**src/rtl/biquad8_coeff_loader.sv**
```systemverilog
// biquad8_coeff_loader: stages coefficients and plays them out as a shift burst followed by one update strobe
module biquad8_coeff_loader #(
   parameter int NCOEFF       = 2,
   parameter int ADRBITS      = 1,
   parameter int CWIDTH       = 18,
   parameter int UPDATE_DELAY = 2
) (
   input  logic              clk,
   input  logic              rst,
   input  logic [ADRBITS-1:0] s_adr_i,
   input  logic [CWIDTH-1:0] s_dat_i,
   input  logic              s_wr_i,
   input  logic              commit_i,
   input  logic              clr_err_i,
   output logic              busy_o,
   output logic              done_o,
   output logic              overrun_o,
   output logic [CWIDTH-1:0] coeff_dat_o,
   output logic              coeff_wr_o,
   output logic              coeff_update_o
);
   localparam int CNTW = (ADRBITS > 4) ? ADRBITS : 4;
   typedef enum logic [2:0] {IDLE, LOAD, WAIT, UPDATE, DONE} state_t;
   state_t            state_q, state_d;
   logic [CNTW-1:0]   cnt_q, cnt_d;
   logic [CWIDTH-1:0] stage_q [NCOEFF];
   logic [CWIDTH-1:0] stage_d [NCOEFF];
   logic [CWIDTH-1:0] work_q [NCOEFF];
   logic [CWIDTH-1:0] work_d [NCOEFF];
   logic              accept;
   logic              busy_q, busy_d, done_q, done_d, overrun_q, overrun_d;
   logic              wr_q, wr_d, upd_q, upd_d;
   logic [CWIDTH-1:0] dat_q, dat_d;
   // staging writes are merged before the snapshot so a same-cycle write wins
   always_comb begin
      accept  = commit_i && !busy_q;
      stage_d = stage_q;
      for (int i = 0; i < NCOEFF; i++)
         if (s_wr_i && s_adr_i == ADRBITS'(i)) stage_d[i] = s_dat_i;
      work_d = work_q;
      if (accept) work_d = stage_d;
   end
   // next state and next-cycle outputs, so every output leaves a flop
   always_comb begin
      state_d = state_q;
      cnt_d   = cnt_q;
      case (state_q)
         IDLE, DONE: begin
            state_d = accept ? LOAD : IDLE;
            cnt_d   = CNTW'(NCOEFF - 1);
         end
         LOAD: begin
            state_d = (cnt_q == '0) ? WAIT : LOAD;
            cnt_d   = (cnt_q == '0) ? CNTW'(UPDATE_DELAY - 1) : cnt_q - CNTW'(1);
         end
         WAIT: begin
            state_d = (cnt_q == '0) ? UPDATE : WAIT;
            cnt_d   = cnt_q - CNTW'(1);
         end
         UPDATE: state_d = DONE;
         default: state_d = IDLE;
      endcase
      wr_d   = state_d == LOAD;
      upd_d  = state_d == UPDATE;
      done_d = state_d == DONE;
      busy_d = state_d inside {LOAD, WAIT, UPDATE};
      dat_d  = '0;
      for (int i = 0; i < NCOEFF; i++)
         if (wr_d && cnt_d == CNTW'(i)) dat_d = work_d[i];
      overrun_d = (commit_i && busy_q) || (overrun_q && !clr_err_i);
   end
   // state, buffers and output registers
   always_ff @(posedge clk) begin
      if (rst) begin
         state_q   <= IDLE;
         cnt_q     <= '0;
         stage_q   <= '{default: '0};
         work_q    <= '{default: '0};
         busy_q    <= 1'b0;
         done_q    <= 1'b0;
         overrun_q <= 1'b0;
         wr_q      <= 1'b0;
         upd_q     <= 1'b0;
         dat_q     <= '0;
      end else begin
         state_q   <= state_d;
         cnt_q     <= cnt_d;
         stage_q   <= stage_d;
         work_q    <= work_d;
         busy_q    <= busy_d;
         done_q    <= done_d;
         overrun_q <= overrun_d;
         wr_q      <= wr_d;
         upd_q     <= upd_d;
         dat_q     <= dat_d;
      end
   end
   assign busy_o         = busy_q;
   assign done_o         = done_q;
   assign overrun_o      = overrun_q;
   assign coeff_dat_o    = dat_q;
   assign coeff_wr_o     = wr_q;
   assign coeff_update_o = upd_q;
endmodule

```
**config.mk**
```make
export PLATFORM = sky130hd
export DESIGN_NAME = biquad8_coeff_loader
export DESIGN_NICKNAME = d
export VERILOG_FILES = /design/src/rtl/biquad8_coeff_loader.sv
export SDC_FILE = /design/constraint.sdc
export NUM_CORES = 1
export LEC_CHECK = 0
export ABC_AREA = 0
export CORE_MARGIN = 8
export CORE_UTILIZATION = 50
export CTS_BUF_LIST = sky130_fd_sc_hd__clkbuf_4
export CTS_CLUSTER_DIAMETER = 40
export DETAILED_ROUTE_END_ITERATION = 10
export PLACE_DENSITY = 0.73
export SYNTH_ARGS = -nofsm -noshare
export SYNTH_HDL_FRONTEND = slang
export SYNTH_SLANG_ARGS = --single-unit
export TNS_END_PERCENT = 10
```
**constraint.sdc**
```tcl
create_clock -name clk -period 5.2 [get_ports clk]
set_input_delay 1.04 -clock clk [delete_from_list [all_inputs] [get_ports clk]]
set_output_delay 1.04 -clock clk [all_outputs]
set_load 0.02 [all_outputs]
```
==> Yosys cells after proc, flatten, opt, wreduce, memory -nomap -nowiden <==
Cells that the tools add are included.
{ "op_classes": {"n_addsub": 1, "eq_ne": 9, "muxes": 11, "bitwise_logic": 1, "n_reduce_logical": 15} }
{ "ops": {"columns": ["cell", "count"], "rows": [
  ["18-bit two-way mux", 4],
  ["36-bit two-way mux", 1],
  ["3-bit by 2-bit equality test with 1-bit output (second input constant)", 4],
  ["3-bit one-hot mux with 4 select lines", 1],
  ["4-bit one-hot mux with 3 select lines", 1],
  ["4-bit zero test", 2],
  ["1-bit logical AND", 7],
  ["3-bit by 1-bit equality test with 1-bit output (second input constant)", 2],
  ["3-bit equality test (second input constant)", 2],
  ["4-bit by 1-bit equality test with 1-bit output (second input constant)", 1],
  ["4-bit two-way mux", 1],
  ["4-bit by 1-bit subtractor with 4-bit output (second input constant)", 1],
  ["3-bit zero test", 1],
  ["3-bit nonzero test", 1],
  ["1-bit zero test", 2],
  ["1-bit two-way mux", 2],
  ["2-bit two-way mux", 1],
  ["2-bit OR reduction", 1],
  ["1-bit logical OR", 1],
  ["1-bit inverter", 1]
]} }
{ "totals": {"reg_bits": 102, "input_bits": 24, "out_inout_bits": 23, "word_cells": 49} }

==> Depth between registers and ports, before layout <==
Gate-level depths: netlist (run 1).
{ "logic_depth": {"depth_word": 8, "ltp_mapped": 9, "ltp_nobuf": 7} }

==> Worst setup path before layout (run 1) <==
No wires, ideal clock.
{ "synth_timing": {"kind": "input -> register", "from": "input s_adr_i", "to": "register dat_q[7] (netlist: coeff_dat_o[7])", "setup_time_ps": 114, "t_arrival_ps": 2156, "t_required_ps": 5086, "path_slack_ps": 2930, "path_stages": 6, "cell_sequence": "nand2_1 > buf_2 > mux2i_1 > o21ai_0 > mux2i_1 > nor2_1"} }
{ "synth_between": {"elab_chain_cells": 6} }
{ "synth_rtl": {"columns": ["element", "line", "rtl"], "rows": [
  ["start: declaration", "10", "input logic [ADRBITS-1:0] s_adr_i,"],
  ["1-bit inverter", "39", "if (s_wr_i && s_adr_i == ADRBITS'(i)) stage_d[i] = s_dat_i;"],
  ["1-bit logical AND", "39", null],
  ["18-bit two-way mux", "39", null],
  ["36-bit two-way mux *", "41", "if (accept) work_d = stage_d;"],
  ["18-bit two-way mux", "69", "if (wr_d && cnt_d == CNTW'(i)) dat_d = work_d[i];"],
  ["18-bit two-way mux *", "69", null],
  ["end signal: assignment", "95", "dat_q <= dat_d;"],
  ["end: declaration", "33", "logic [CWIDTH-1:0] dat_q, dat_d;"]
]} }
Every way passes the cells marked *; elsewhere a longest branch is shown, timed or not.
A chain may end at the register's enable or synchronous reset.

==> Worst setup path after layout (run 1) <==
{ "layout_timing": {"from": "input commit_i", "to": "register dat_q[11] (netlist: coeff_dat_o[11])"} }
{ "layout_between": {"elab_chain_cells": 7} }
{ "layout_rtl": {"columns": ["element", "line", "rtl"], "rows": [
  ["start: declaration", "13", "input logic commit_i,"],
  ["1-bit logical AND *", "36", "accept = commit_i && !busy_q;"],
  ["1-bit two-way mux", "49", "state_d = accept ? LOAD : IDLE;"],
  ["3-bit one-hot mux with 4 select lines", "47", "case (state_q)"],
  ["3-bit by 1-bit equality test with 1-bit output", "63", "wr_d = state_d == LOAD;"],
  ["1-bit logical AND", "69", null],
  ["18-bit two-way mux", "69", null],
  ["18-bit two-way mux *", "69", null]
]} }
Marks and branches as above.

==> results.cfg, run 1 <==
[logic_synthesis]
synth_simple_gate_area_share_pct = 19.7
synth.yosys.warnings = 0
avgSynthCellArea_sq_um = 9.46
synthAdderAreaFrac_pct = 0.323
ys_types = 33
ys_seq_area_share_pct = 52.8
synthArstFlopShare_pct = 0
muxShareOfSynthArea_pct = 14.2
synth_cells = 409
synthesis.nets = 434
yosys_register_bits = 102
syn-cell-area_sq_um = 3870
synth-xor-area-share_pct = 0.453
synth-edff-count = 0
synth-compound-area-share_pct = 8.02
synth_top_family_by_area = simple AND/OR/NAND/NOR gates
ys.flop_type = dfxtp_1

[global_route]
grt_usage_pct = 14.0
antenna_found_initial = 0
grt_max_degree = 83
grt_first_pass_wirelength_microns = 12400
grt_pass1_vias = 2661
grt.overflow.total = 0

[final_layout]
drive_above_1_share_pct = 5.16
mostFrequentLayoutCells = dfxtp_1 (102), nor2_1 (58), mux2i_1 (55)
antenna_cells = 0
layout_commonest_cell = dfxtp_1
layout.nets = 466
area_growth_pct = 15.4

[floorplan]
rows = 32
die_height_microns = 104
num_io_pins = 47
core_sq_um = 7610
dieArea_sq_um = 10800
start_util_pct = 50.9
fp.dieW_microns = 104

[critical_path]
r2r_slack_ns = 2.90
cp_data_arrival_time_ns = 2.98
critPathMaxStageDelay_ns = 0.56
worst_path_max_delay_cell = a2111o_1
path_class = in -> reg
crit_start = commit_i
r2r-start = cnt_q[0]
path_max_fanout = 74
cp-start-kind = primary input
crit_path_cell_trace = clkdlybuf4s50_1 > nand2b_2 > buf_4 > o32a_1 > a2111o_1 > nor2_1
cp-end-kind = flip-flop
required_ns = 5.51

[timing]
slew-limit-headroom_pct = 27.7
slew_violations = 0
hold_viol_final = 0
fin_tns_setup_ns = 0
hold_slack_ns = 0.497
setup_ws_ns = 2.52
fmax_mhz = 374
setup_violations = 0
finalCritPeriodShare_pct = 51.5
post-route-min-period_ns = 2.68
finClkSkew_ns = 0.0139
rsz0062_at_grt = no
tightest_slew_ns = 1.08

[route]
drc_errors = 0
drt_wl_total_microns = 7290
drtIter0Drc = 69
via_count = 2696
first_pass_iters = 4
drt-vias-per-instance = 4.92
wire_per_inst_microns = 13.3
antenna_left = 0

[clock_tree]
root_buffer = clkbuf_4
htreeDepth = 3
cts_resized = 0
clock_path_buffers = 2
clock-sinks = 102
cts_tree = done
cts_buffers = 9
ctsHoldBuffers = 0
clk_latency_ns = 0.44
post-cts-setup-buffer-count = 0
clk_pin_slew_ns = 0.15

[placement]
gp_congestion = 0.784
dp_slack_ns = 1.98
dp_hpwl_microns = 4650
io_buffer_count = 46

[power_and_ir_drop]
combPwrFrac_pct = 15.6
p_switching_uw = 414
ir_drop_mv = 0.178
power_per_cell_area_nw_per_um2 = 334
pwr-share-clk_pct = 27.8
switching_share_pct = 27.7
seqPwrFrac_pct = 56.6
internal-power_mw = 1.08
p_leak_nw = 1.94

[run]
drv_cap = 0

[min_path]
min_from = overrun_o
hp-class = reg -> reg

[status]
status = finished, final reports clean
area by class of cell:
type	count	area, sq um
clock buffer	9	67.6
clock inverter	7	80.1
timing repair buffer	49	478
multi-input combinational	276	1650
inverter	3	16.3
fill	678	3140
sequential	102	2040
tap	102	128
stage by stage:
stage / instances / utilization (%) / total power [mW] / instance area, sq um
2_1_floorplan: 409 / - / 1.04 / 3870
3_3_place_gp: 532 / 56.8 / 1.09 / 4320
3_5_place_dp: 532 / 56.8 / 1.09 / 4320
4_1_cts: 548 / 58.7 / 1.51 / 4470
5_1_grt: 548 / 58.7 / 1.57 / 4470
6_report: 548 / 58.7 / 1.49 / 4470
kinds of logic (layout without fill, tap and decap cells):
kind of cell / Yosys count / after routing
buffers and inverters: 31 / 68
adder cells (fa/ha/maj): 1 / 1
XOR/XNOR: 2 / 2
flip-flops: 102 / 102
AO/OA/AOI/OAI: 55 / 55
multiplexers: 55 / 55
AND/OR/NAND/NOR: 163 / 163
Yosys cell counts, types with 2 or more instances:
cell      number  area share [%]
dfxtp_1      102              53
nor2_1        58             5.6
mux2i_1       55              14
nand2_1       45             4.4
nor2b_1       42             6.8
o21ai_0       26             3.4
clkbuf_1      17             1.6
o21ai_1       14             1.8
nand2b_1       6            0.97
a21oi_1        5            0.65
buf_6          5             1.5
buf_2          4            0.52
nor3_1         4            0.52
a21o_1         3            0.58
and2_1         3            0.49
inv_1          2            0.19
or3_1          2            0.32
flip-flops by register name (all words and copies together), names as in the netlist:
register        count
coeff_dat_o        18
cnt_q               4
work_q             36
stage_q            36
busy_o              1
coeff_update_o      1
done_o              1
overrun_o           1
coeff_wr_o          1
state_q             3
worst paths after layout:
path,end,cells after the start
setup / recovery,coeff_dat_o[11],6
hold / removal,overrun_o,2
setup reg to reg,coeff_dat_o[11],7
hold reg to reg,overrun_o,2
power groups by stage:
| stage | registers [mW] | logic [mW] | clock network, mW |
|---|---|---|---|
| after CTS | 0.844 | 0.235 | 0.427 |
| after global routing | 0.851 | 0.258 | 0.464 |
| after detailed placement | 0.861 | 0.234 | 0 |
| after floorplan | 0.862 | 0.173 | 0 |
| after global placement | 0.860 | 0.229 | 0 |
| final | 0.844 | 0.232 | 0.415 |
critical path, delay by kind of cell:
kind                   cells  cell delay, ns
AOI/OAI and AO/OA          2            0.79
and+or+nand+nor            2            0.18
buffers and inverters      2            0.96
layer usage:
layer | share of wire, % | track usage [%] | wire length, microns | vias up
met5 | 0 | 0 | 0 | -
met4 | 1.1 | 5.07 | 80 | 0
met3 | 3.5 | 4.71 | 253 | 7
met2 | 47 | 22.7 | 3400 | 36
met1 | 49 | 16.7 | 3560 | 1236
li1 | - | - | - | 1417
Power figures use the tool's default switching activity.
==> inputs of run 2 (changes only) <==
Settings changed: PLACE_DENSITY 0.73 to 0.76.
Clock period 5.2 ns to 2.17 ns, I/O delays scaled along.
==> run 2 against run 1 <==
Net effect: worst setup slack worse by 2.4 ns; clock power rose by 110%; clock skew shrank 0.0013 ns; cell count grew 0.73%; sequential share of layout area is 0.58 points lower; core utilization rose by 0.82 points; total power up 130%; via count increased by 2.0%; combinational power increased to 2.6 times the previous value; first-iteration DRC count is 74% higher; critical path type is now reg -> reg; largest cell class unchanged; largest power group unchanged.
==> results.cfg, run 2 (synthesis results as in run 1) <==
[timing]
fin_tns_setup_ns = 0
hold_viol_final = 0
finClkSkew_ns = 0.0125
hold_slack_ns = 0.297
finalCritPeriodShare_pct = 94.4
setup_violations = 0
slew_violations = 0
fmax_mhz = 488
tightest_slew_ns = 0.436
rsz0062_at_grt = no
slew-limit-headroom_pct = 70.9
post-route-min-period_ns = 2.05

[global_route]
antenna_found_initial = 0
grt.overflow.total = 0
grt_max_degree = 74
grt_first_pass_wirelength_microns = 12700
grt_usage_pct = 14.0
grt_pass1_vias = 2767

[critical_path]
required_ns = 2.54
path_class = reg -> reg
cp_data_arrival_time_ns = 2.42
r2r-start = cnt_q[0]
path_max_fanout = 18
cp-end-kind = flip-flop
crit_path_cell_trace = inv_1 > ha_1 > or3_1 > o22ai_1 > a41oi_1 > a2111o_1 > buf_12 > nor2_1
critPathMaxStageDelay_ns = 0.43
crit_start = cnt_q[0]
worst_path_max_delay_cell = a2111o_1
cp-start-kind = flip-flop

[clock_tree]
root_buffer = clkbuf_4
cts_tree = done
clock_path_buffers = 2
clock-sinks = 102
cts_resized = 0
htreeDepth = 3
post-cts-setup-buffer-count = 0
clk_pin_slew_ns = 0.15
clk_latency_ns = 0.44
cts_buffers = 9
ctsHoldBuffers = 0

[status]
status = finished, final reports clean

[placement]
io_buffer_count = 46
dpl_cell_area_sq_um = 4410
gp_congestion = 0.840
dp_hpwl_microns = 4880

[floorplan]
dieArea_sq_um = 10800
die_height_microns = 104
core_sq_um = 7610
num_io_pins = 47
rows = 32
start_util_pct = 50.9
fp.dieW_microns = 104

[route]
via_count = 2751
first_pass_iters = 4
drc_errors = 0
drtIter0Drc = 120
antenna_left = 0
drt_wl_total_microns = 7470
drt-vias-per-instance = 4.98
wire_per_inst_microns = 13.5

[power_and_ir_drop]
p_leak_nw = 1.98
ir_drop_mv = 0.362
power_mw = 3.47
power_per_cell_area_nw_per_um2 = 767

[final_layout]
fin_util_pct = 59.5
area_growth_pct = 17.0
drive_above_1_share_pct = 6.22
antenna_cells = 0
mostFrequentLayoutCells = dfxtp_1 (100), nor2_1 (58), mux2i_1 (55)
layout.nets = 470
fin_area_sq_um = 4530
layout_commonest_cell = dfxtp_1

[min_path]
min_from = rst
hp-class = in -> reg

[run]
drv_cap = 0
-- run 2: stage by stage --
step                instances  setup WS, ns
floorplan                 409         0.231
global placement          536         0.216
detailed placement        536        0.0946
CTS                       552        0.0559
global route              552       0.00438
finish                    552         0.122
-- run 2: per-layer routing --
metal | wire length (microns) | vias up | global-route usage [%] | part of all wire, %
met5 | 0 | - | 0 | 0
met4 | 129 | 0 | 7.96 | 1.7
met3 | 201 | 9 | 2.73 | 2.7
met2 | 3530 | 37 | 23.6 | 47
met1 | 3620 | 1287 | 16.3 | 48
li1 | - | 1418 | - | -
-- run 2: final cells by class --
class,instances,area [sq um]
Fill cell,658,3080
Sequential cell,102,2040
Multi-Input combinational cell,276,1650
Timing Repair Buffer,53,571
Tap cell,102,128
Clock buffer,9,67.6
Clock inverter,7,47.5
Inverter,3,16.3
-- run 2: report_power, final --
group / leakage, nW / switching, mW / internal [mW]
clock network: 0.0641 / 0.612 / 0.239
logic: 1.08 / 0.321 / 0.279
registers: 0.831 / 0.0521 / 1.97
-- run 2: path summary, 6_finish.rpt --
| kind | slack (ns) | depth (start not counted) | end |
|---|---|---|---|
| min reg2reg | 0.48 | 2 | overrun_o |
| max reg2reg | 0.12 | 8 | coeff_dat_o[16] |
| min | 0.30 | 2 | state_q[2] |
| max | 0.12 | 8 | coeff_dat_o[16] |
-- run 2: worst max-delay path: cells and delay by family, from the launching register on --
| family | cells | cell delay, ns |
|---|---|---|
| AOI/OAI and AO/OA | 3 | 0.64 |
| adders and majority gates | 1 | 0.24 |
| buffers and inverters | 2 | 0.22 |
| DFF | 1 | 0.38 |
| and+or+nand+nor | 2 | 0.49 |
==> inputs of run 3 (changes only) <==
Settings changed: PLACE_DENSITY 0.76 to 0.73.
Clock period 2.17 ns to 2.24 ns, I/O delays scaled along.
==> run 3 against run 2 <==
Net effect: sequential share of layout area shrank 0.78 points; core utilization up 1.0 points; routed wire length is essentially flat; maximum frequency fell by 1.9%; cell area is 1.7% higher; flip-flop and latch count stayed put; count of clock-buffer cells in the layout is the same; sequential power down 3%; global-route usage about the same; via count up 0.69%; critical endpoint is now coeff_dat_o[1]; largest power group unchanged.
==> results.cfg, run 3 (synthesis results as in run 1) <==
[run]
drv_cap = 0

[critical_path]
path_class = reg -> reg
r2r_cells = 8
cp_data_arrival_time_ns = 2.47
critPathBufInv = 2
reg2reg_to = coeff_dat_o[1]
r2r_slack_ns = 0.15
critPathMaxStageDelay_ns = 0.42
cp-start-kind = flip-flop
cp-end-kind = flip-flop
r2r-start = cnt_q[1]
worst_path_max_delay_cell = a2111o_1
required_ns = 2.62
crit_path_cell_trace = inv_1 > ha_1 > or3b_1 > nand2_1 > o32a_1 > a2111o_1 > buf_4 > nor2_1
crit_family = compound AO/OA/AOI/OAI gates
path_max_fanout = 14

[timing]
fmax_mhz = 479
setup_ws_ns = 0.153
slew_violations = 0
slew-limit-headroom_pct = 71.2
fin_tns_setup_ns = 0
finalCritPeriodShare_pct = 93.2
finClkSkew_ns = 0.0125
hold_viol_final = 0
post-route-min-period_ns = 2.09
setup_violations = 0
tightest_slew_ns = 0.431
hold_slack_ns = 0.479
rsz0062_at_grt = no

[final_layout]
fin_area_sq_um = 4600
layout_commonest_cell = dfxtp_1
drive_above_1_share_pct = 7.05
antenna_cells = 0
layout.nets = 474
fillers = 687
area_growth_pct = 19.0
mostFrequentLayoutCells = dfxtp_1 (101), nor2_1 (58), mux2i_1 (55)

[min_path]
holdPathEnd = overrun_o
hp-class = reg -> reg
min_from = overrun_o
holdPathStages = 2

[power_and_ir_drop]
power_per_cell_area_nw_per_um2 = 806
power_mw = 3.71
p_leak_nw = 2.02
ir_drop_mv = 0.508

[status]
status = finished, final reports clean

[route]
drt-vias-per-instance = 4.98
wire_per_inst_microns = 13.4
antenna_left = 0
via_count = 2770
drt_wl_total_microns = 7480
first_pass_iters = 4
drc_errors = 0
drtIter0Drc = 128

[floorplan]
dieArea_sq_um = 10800
rows = 32
fp.dieW_microns = 104
core_sq_um = 7610
num_io_pins = 47
die_height_microns = 104
start_util_pct = 50.9

[global_route]
grt.overflow.total = 0
grt_usage_pct = 14.0
grt_pass1_vias = 2680
antenna_found_initial = 0
grt_max_degree = 82
grt_first_pass_wirelength_microns = 12700

[placement]
dp_hpwl_microns = 5000
dp_slack_ns = 0.162
io_buffer_count = 46
dpl_cell_area_sq_um = 4420
gp_congestion = 0.802

[clock_tree]
root_buffer = clkbuf_4
clock_path_buffers = 2
cts_tree = done
clock-sinks = 102
cts_buffers = 9
clk_latency_ns = 0.43
clk_pin_slew_ns = 0.16
htreeDepth = 3
[run 3: per-stage QoR]
step	util (%)	cells
6_report	60.5	556
5_1_grt	60.5	556
4_1_cts	60.5	556
3_5_place_dp	58.0	540
3_3_place_gp	58.0	540
2_1_floorplan	-	409
[run 3: layout make-up]
cell class,count,area (sq um),area share (%)
Inverter,3,16.3,0.353
Clock buffer,9,67.6,1.47
Timing Repair Buffer,57,576,12.5
Sequential cell,102,2040,44.4
Tap cell,102,128,2.77
Clock inverter,7,120,2.61
Multi-Input combinational cell,276,1650,35.9
[run 3: what timing repair did]
| item | in CTS | in global routing |
|---|---|---|
| setup endpoints to repair | 0 | 1 |
| resized for setup | 0 | 1 |
| hold buffers | 0 | 0 |
| setup buffers | 0 | 0 |
| endpoints found under the hold margin | 0 | 0 |
[run 3: worst register-to-register path, stage by stage (launching register included)]
cell and delay [ns]:
dfxtp_1 0.40, inv_1 0.07, ha_1 0.23, or3b_1 0.21, nand2_1 0.06, o32a_1 0.30
a2111o_1 0.42, buf_4 0.21, nor2_1 0.13
[run 3: power by group]
part,internal (mW),switching (mW),total (mW)
sequential,1.91,0.0499,1.96
combinational,0.267,0.310,0.577
clock,0.574,0.603,1.18
total,2.75,0.963,3.71
[run 3: how the worst max path moves through the flow]
stage,cells after the start,start,slack (ns),endpoint
floorplan,9,cnt_q[0],0.30,coeff_dat_o[10]
global placement,7,s_adr_i,0.24,coeff_dat_o[14]
detailed placement,8,cnt_q[0],0.16,coeff_dat_o[1]
CTS,8,cnt_q[0],0.14,coeff_dat_o[1]
global route,8,cnt_q[1],0.04,coeff_dat_o[11]
finish,8,cnt_q[1],0.15,coeff_dat_o[1]
[run 3: metal layers]
metal | global-route usage [%] | share of wire (%) | vias up | wire, microns
li1 | - | - | 1433 | -
met1 | 17.0 | 47 | 1289 | 3530
met2 | 23.2 | 48 | 44 | 3570
met3 | 4.46 | 4.5 | 4 | 334
met4 | 4.03 | 0.62 | 0 | 46
met5 | 0 | 0 | - | 0
